==> config.mk <==
export PLATFORM = sky130hd
export DESIGN_NAME = store_commit_buffer_flat
export DESIGN_NICKNAME = d
export VERILOG_FILES = /design/src/rtl/store_commit_buffer_if.sv /design/src/rtl/store_commit_buffer.sv /design/src/flat_wrapper.sv
export SDC_FILE = /design/constraint.sdc
export NUM_CORES = 2
export LEC_CHECK = 0
export CORE_MARGIN = 2
export CORE_UTILIZATION = 40
export CTS_CLUSTER_DIAMETER = 100
export CTS_CLUSTER_SIZE = 28
export DETAILED_ROUTE_END_ITERATION = 7
export PLACE_DENSITY = 0.62
export SLEW_MARGIN = 5
export SYNTH_ARGS = -nofsm -noshare
export SYNTH_HDL_FRONTEND = slang
export SYNTH_SLANG_ARGS = --single-unit
==> constraint.sdc <==
create_clock -name clk_i -period 4.55 [get_ports clk_i]
set_clock_uncertainty 0.1 [all_clocks]
set_input_delay 0.455 -clock clk_i [delete_from_list [all_inputs] [get_ports clk_i]]
set_output_delay 0.455 -clock clk_i [all_outputs]
set_load 0.03 [all_outputs]
==> src/rtl/store_commit_buffer_if.sv <==
// Bundle of the load/store-unit push port, commit/flush controls, cache drain port
// and hazard-query signals of the store commit buffer.
interface store_commit_buffer_if #(
    parameter int ADDR_W = 56,
    parameter int DATA_W = 64,
    parameter int BE_W   = 8
);
    logic              flush_i;
    logic              spec_valid_i;
    logic              spec_ready_o;
    logic [ADDR_W-1:0] spec_addr_i;
    logic [DATA_W-1:0] spec_data_i;
    logic [BE_W-1:0]   spec_be_i;
    logic              commit_i;
    logic              mem_req_o;
    logic              mem_gnt_i;
    logic [ADDR_W-1:0] mem_addr_o;
    logic [DATA_W-1:0] mem_data_o;
    logic [BE_W-1:0]   mem_be_o;
    logic [11:0]       page_off_i;
    logic              page_off_match_o;
    logic              empty_o;
    logic              no_spec_o;

    modport slave (
        input  flush_i, spec_valid_i, spec_addr_i, spec_data_i, spec_be_i,
        input  commit_i, mem_gnt_i, page_off_i,
        output spec_ready_o, mem_req_o, mem_addr_o, mem_data_o, mem_be_o,
        output page_off_match_o, empty_o, no_spec_o
    );

    modport master (
        output flush_i, spec_valid_i, spec_addr_i, spec_data_i, spec_be_i,
        output commit_i, mem_gnt_i, page_off_i,
        input  spec_ready_o, mem_req_o, mem_addr_o, mem_data_o, mem_be_o,
        input  page_off_match_o, empty_o, no_spec_o
    );
endinterface

==> src/rtl/store_commit_buffer.sv <==
// Circular store buffer: speculative stores wait for commit, committed stores drain
// in order to the cache; speculative tail is dropped on flush.
module store_commit_buffer #(
    parameter int DEPTH  = 8,
    parameter int ADDR_W = 56,
    parameter int DATA_W = 64,
    parameter int BE_W   = 8
) (
    input  logic                  clk_i,
    input  logic                  rst_i,
    store_commit_buffer_if.slave  bus
);
    localparam int PTR_W = $clog2(DEPTH);
    localparam int CNT_W = PTR_W + 1;

    logic [ADDR_W-1:0] r_addr [DEPTH];
    logic [DATA_W-1:0] r_data [DEPTH];
    logic [BE_W-1:0]   r_be   [DEPTH];

    logic [PTR_W-1:0]  r_rd_ptr, r_cm_ptr, r_wr_ptr;
    logic [CNT_W-1:0]  r_com_cnt, r_spec_cnt;

    logic [CNT_W-1:0]  w_total;
    logic              w_push, w_commit, w_pop;
    logic [PTR_W-1:0]  w_cm_ptr_next;
    logic [DEPTH-1:0]  w_hit;
    logic              w_unused;

    // Occupancy comes from registered counts only, so a same-cycle drain never frees space.
    assign w_total          = r_com_cnt + r_spec_cnt;
    assign bus.spec_ready_o = (w_total < CNT_W'(DEPTH));
    assign bus.empty_o      = (r_com_cnt == '0) && (r_spec_cnt == '0);
    assign bus.no_spec_o    = (r_spec_cnt == '0);

    assign w_push        = bus.spec_valid_i & bus.spec_ready_o & ~bus.flush_i;
    assign w_commit      = bus.commit_i & (r_spec_cnt != '0);
    assign w_cm_ptr_next = r_cm_ptr + PTR_W'(w_commit);

    assign bus.mem_req_o  = (r_com_cnt != '0);
    assign w_pop          = bus.mem_req_o & bus.mem_gnt_i;
    assign bus.mem_addr_o = r_addr[r_rd_ptr];
    assign bus.mem_data_o = r_data[r_rd_ptr];
    assign bus.mem_be_o   = r_be[r_rd_ptr];

    // A slot is live when its distance from the oldest entry is below the occupancy.
    for (genvar gi = 0; gi < DEPTH; gi++) begin : g_match
        logic [PTR_W-1:0] w_off;
        assign w_off     = PTR_W'(gi) - r_rd_ptr;
        assign w_hit[gi] = ({1'b0, w_off} < w_total) &&
                           (r_addr[gi][11:3] == bus.page_off_i[11:3]);
    end

    assign bus.page_off_match_o = |w_hit;
    assign w_unused             = &{1'b0, bus.page_off_i[2:0]};

    always_ff @(posedge clk_i) begin
        if (rst_i) begin
            for (int i = 0; i < DEPTH; i++) begin
                r_addr[i] <= '0;
                r_data[i] <= '0;
                r_be[i]   <= '0;
            end
            r_rd_ptr   <= '0;
            r_cm_ptr   <= '0;
            r_wr_ptr   <= '0;
            r_com_cnt  <= '0;
            r_spec_cnt <= '0;
        end else begin
            if (w_push) begin
                r_addr[r_wr_ptr] <= bus.spec_addr_i;
                r_data[r_wr_ptr] <= bus.spec_data_i;
                r_be[r_wr_ptr]   <= bus.spec_be_i;
            end
            r_rd_ptr  <= r_rd_ptr + PTR_W'(w_pop);
            r_cm_ptr  <= w_cm_ptr_next;
            r_com_cnt <= r_com_cnt + CNT_W'(w_commit) - CNT_W'(w_pop);
            // Flush keeps this cycle's commit, then rewinds the write pointer over the speculative tail.
            if (bus.flush_i) begin
                r_wr_ptr   <= w_cm_ptr_next;
                r_spec_cnt <= '0;
            end else begin
                r_wr_ptr   <= r_wr_ptr + PTR_W'(w_push);
                r_spec_cnt <= r_spec_cnt + CNT_W'(w_push) - CNT_W'(w_commit);
            end
        end
    end

    always_ff @(posedge clk_i) begin
        if (!rst_i && bus.commit_i) begin
            assert (r_spec_cnt != '0);
        end
    end
endmodule

==> src/flat_wrapper.sv <==
// flat-port wrapper written by rule: the top's interface ports become plain ports
module store_commit_buffer_flat 
#(
    parameter int DEPTH  = 8,
    parameter int ADDR_W = 56,
    parameter int DATA_W = 64,
    parameter int BE_W   = 8
)
  (clk_i, rst_i, bus_flush_i, bus_spec_valid_i, bus_spec_addr_i, bus_spec_data_i, bus_spec_be_i, bus_commit_i, bus_mem_gnt_i, bus_page_off_i, bus_spec_ready_o, bus_mem_req_o, bus_mem_addr_o, bus_mem_data_o, bus_mem_be_o, bus_page_off_match_o, bus_empty_o, bus_no_spec_o);
  store_commit_buffer_if #(.ADDR_W(ADDR_W), .DATA_W(DATA_W), .BE_W(BE_W)) bus_i ();
  input  logic clk_i;
  input  logic rst_i;
  input wire logic [$bits(bus_i.flush_i)-1:0] bus_flush_i;
  input wire logic [$bits(bus_i.spec_valid_i)-1:0] bus_spec_valid_i;
  input wire logic [$bits(bus_i.spec_addr_i)-1:0] bus_spec_addr_i;
  input wire logic [$bits(bus_i.spec_data_i)-1:0] bus_spec_data_i;
  input wire logic [$bits(bus_i.spec_be_i)-1:0] bus_spec_be_i;
  input wire logic [$bits(bus_i.commit_i)-1:0] bus_commit_i;
  input wire logic [$bits(bus_i.mem_gnt_i)-1:0] bus_mem_gnt_i;
  input wire logic [$bits(bus_i.page_off_i)-1:0] bus_page_off_i;
  output wire logic [$bits(bus_i.spec_ready_o)-1:0] bus_spec_ready_o;
  output wire logic [$bits(bus_i.mem_req_o)-1:0] bus_mem_req_o;
  output wire logic [$bits(bus_i.mem_addr_o)-1:0] bus_mem_addr_o;
  output wire logic [$bits(bus_i.mem_data_o)-1:0] bus_mem_data_o;
  output wire logic [$bits(bus_i.mem_be_o)-1:0] bus_mem_be_o;
  output wire logic [$bits(bus_i.page_off_match_o)-1:0] bus_page_off_match_o;
  output wire logic [$bits(bus_i.empty_o)-1:0] bus_empty_o;
  output wire logic [$bits(bus_i.no_spec_o)-1:0] bus_no_spec_o;
  assign bus_i.flush_i = bus_flush_i;
  assign bus_i.spec_valid_i = bus_spec_valid_i;
  assign bus_i.spec_addr_i = bus_spec_addr_i;
  assign bus_i.spec_data_i = bus_spec_data_i;
  assign bus_i.spec_be_i = bus_spec_be_i;
  assign bus_i.commit_i = bus_commit_i;
  assign bus_i.mem_gnt_i = bus_mem_gnt_i;
  assign bus_i.page_off_i = bus_page_off_i;
  assign bus_spec_ready_o = bus_i.spec_ready_o;
  assign bus_mem_req_o = bus_i.mem_req_o;
  assign bus_mem_addr_o = bus_i.mem_addr_o;
  assign bus_mem_data_o = bus_i.mem_data_o;
  assign bus_mem_be_o = bus_i.mem_be_o;
  assign bus_page_off_match_o = bus_i.page_off_match_o;
  assign bus_empty_o = bus_i.empty_o;
  assign bus_no_spec_o = bus_i.no_spec_o;
  store_commit_buffer #(.DEPTH(DEPTH), .ADDR_W(ADDR_W), .DATA_W(DATA_W), .BE_W(BE_W)) u_core (.clk_i(clk_i), .rst_i(rst_i), .bus(bus_i));
endmodule
==> results.cfg <==
[cts]
clkSinkCount = 1041
clk_latency_ns = 0.66
cts_max_level = 2
cts_tree = yes
cts_setup_buffers = 0
root_buffer = clkbuf_16
clk_path_buf_depth = 3
cts_buffers = 46
ctsResizeCount = 0
clk_pin_slew_ns = 0.11
ctsHoldBuffers = 0

[power]
power.leakage_nw = 18.7
powerDensity_nw_per_um2 = 435
vdd.ir_drop.worst_uv = 345

[place]
hpwl_mm = 60.0
io_buffers = 275
pre_cts_ws_ns = 0.569
globalplace.congestion = 0.786

[global_route]
grt_pass1_wl_mm = 177
gr-usage-all-layers_pct = 19.8
antenna_found_initial = 17
grt_max_degree = 129
grt_pass1_vias = 26027
gr-total-overflow = 0

[routing]
wirelength_mm = 120
firstDrtPassIters = 5
drc = 0
vias_per_cell = 5.26
vias = 24320
antenna_left = 0
wire_per_inst_um = 25.9
drtIter0Drc = 2063

[floorplan]
dieArea_um2 = 122000
num_rows = 126
ioPinCount = 279
initial_utilization_pct = 40.3
die_y_um = 349
fp.dieW_um = 349
coreArea_um2 = 118000

[sta]
relSlewSlack_pct = 31.4
rsz0062_at_grt = false
finalSetupTns_ns = 0
hold_ws_ns = 0.438
setup_slack_ns = 0.367
finalSetupViolations = 0
maxSlewViolCount = 0
finalHoldViolations = 0
fin_crit_ns = 4.18
worst-slew-pin-transition_ns = 1.03
fmax_mhz = 239
finalCritPeriodShare_pct = 91.9

[synthesis]
yosys_warnings = 0
ys_seq_area_share_pct = 65.5
synth_seq_cells = 1041
yosys.cell_types.count = 43
synthFlopType = edfxtp_1
synth_edf_count = 1024
synthTopCellsByArea = edfxtp_1 65%, and2_1 14%, mux4_2 12%, mux2_2 3.0%, xor2_1 1.0%
synth-async-reset-ratio_pct = 0
synth_nets = 3060
avgSynthCellArea_um2 = 16.4
synth_cells = 2888
synth_top_area_share_pct = 64.7
yosys.area.top_type = edfxtp_1
syn_area_um2 = 47500

[layout]
multi_input_area_um2 = 15500
syn_to_final_growth_pct = 12.7
finalCoreUtilization_pct = 45.4
final_layout_size_suffix_gt1_share_pct = 16.6
regArea_um2 = 31100
fill_cells = 10120
fin_nets = 3234

[worst_setup_path]
crit_type = flip-flop to output port
max_stage_delay_ns = 0.65
worstPathRequired_ns = 3.99
arrival_ns = 3.63
crit_fanout = 4
cp-start-kind = flip-flop
path_cells = ha_1, xnor2_1, nand2_1, a311oi_1, a221oi_1, a2111oi_0, nand4_1, clkdlybuf4s50_1
cp_slowest_cell = clkdlybuf4s50_1
endpoint_kind = output port

[job]
maxCapViolations = 0

[worst_hold_path]
hold_class = flip-flop to flip-flop

[run_status]
status = finished clean
[state kept, by name, summed over array words and instances, names as in the netlist]
name / count
u_core.r_addr: 448
u_core.r_be: 64
u_core.r_cm_ptr: 3
u_core.r_com_cnt: 4
u_core.r_data: 512
u_core.r_rd_ptr: 3
u_core.r_spec_cnt: 4
u_core.r_wr_ptr: 3
[final timing paths]
path / from / to / slack [ns] / depth (start not counted)
max: u_core.r_spec_cnt[1] / bus_page_off_match_o / 0.37 / 8
min: u_core.r_cm_ptr[2] / u_core.r_cm_ptr[2] / 0.44 / 2
min reg2reg: u_core.r_cm_ptr[2] / u_core.r_cm_ptr[2] / 0.44 / 2
max reg2reg: u_core.r_spec_cnt[2] / u_core.r_addr[2][19] / 1.23 / 8
[placed cells by master, fill, tap and decap left out, drive strengths merged, types with 2 or more instances in the layout]
cell type      synthesis  layout
nor2b                  9       9
dfxtp                 17      17
a21oi                  4       4
nor3                  11      11
edfxtp              1024    1024
diode                  0       5
ha                    24      24
fa                     2       2
nand2                 11      11
o21ai                  3       3
nor2                  18      18
buf                   81      48
or2                    8       8
mux2i                  4       4
clkinv                 0       3
and2                1027    1027
a22oi                  2       2
nand4                 10      10
nor4                   9       9
xor2                  56      56
nand2b                 2       2
o211ai                 2       2
nand3                  3       3
a221oi                 2       2
mux2                 127     127
clkbuf               116      56
and3                   2       2
a21o                   3       3
xnor2                 32      32
clkdlybuf4s50          0     275
o21bai                 2       2
inv                   15      21
mux4                 256     256
[metal layers]
metal / up-vias / global-route usage (%) / share of wire [%]
li1: 10935 / - / -
met1: 12677 / 26.0 / 42
met5: - / 0 / 0.11
met2: 567 / 34.8 / 51
met4: 22 / 3.66 / 1.6
met3: 119 / 3.26 / 5.2
[cell families (layout without fill, tap and decap cells)]
| logic type | after synthesis | after routing | synth area share, % |
|---|---|---|---|
| buf+inv | 212 | 404 | 2.12 |
| mux | 387 | 387 | 15.2 |
| xor+xnor | 88 | 88 | 1.62 |
| compound gates | 23 | 23 | 0.340 |
| fa+ha+maj | 26 | 26 | 0.716 |
| other cells | 0 | 5 | 0 |
| flops | 1041 | 1041 | 65.5 |
| simple gates | 1111 | 1111 | 14.5 |
[cells in the mapped netlist, drive strengths merged (3+ instances only)]
cell type,instances
a21o,3
a21oi,4
and2,1027
buf,81
clkbuf,116
dfxtp,17
edfxtp,1024
ha,24
inv,15
mux2,127
mux2i,4
mux4,256
nand2,11
nand3,3
nand4,10
nor2,18
nor2b,9
nor3,11
nor4,9
o21ai,3
or2,8
xnor2,32
xor2,56
[per-stage QoR]
stage	cell area, µm²	power (W)	instances
after detailed placement	52100	0.0185	4550
after global routing	53500	0.0242	4620
after CTS	53500	0.0236	4616
after floorplan	47500	0.0161	2888
after global placement	52100	0.0185	4550
final	53500	0.0233	4621
[area by class of cell]
type,instances,share of cell area [%]
Clock buffer,56,2.34
Tap cell,1536,3.59
Clock inverter,10,0.245
Sequential cell,1041,58.1
Timing Repair Buffer,323,6.66
Multi-Input combinational cell,1635,28.9
Inverter,15,0.105
Antenna cell,5,0.0234
[where the power goes]
part	internal, W	switching, W
clock	0.00203	0.00308
combinational	0.00321	0.00362
sequential	0.0111	0.000242
[worst max-delay path, delay by kind of cell (launching register included)]
family,cells,cell delay [ns]
flops,1,0.34
compound gates,3,0.89
fa+ha+maj,1,0.36
simple gates,2,0.38
xor+xnor,1,0.33
buf+inv,1,0.65
(Power assumes the default switching activity.)
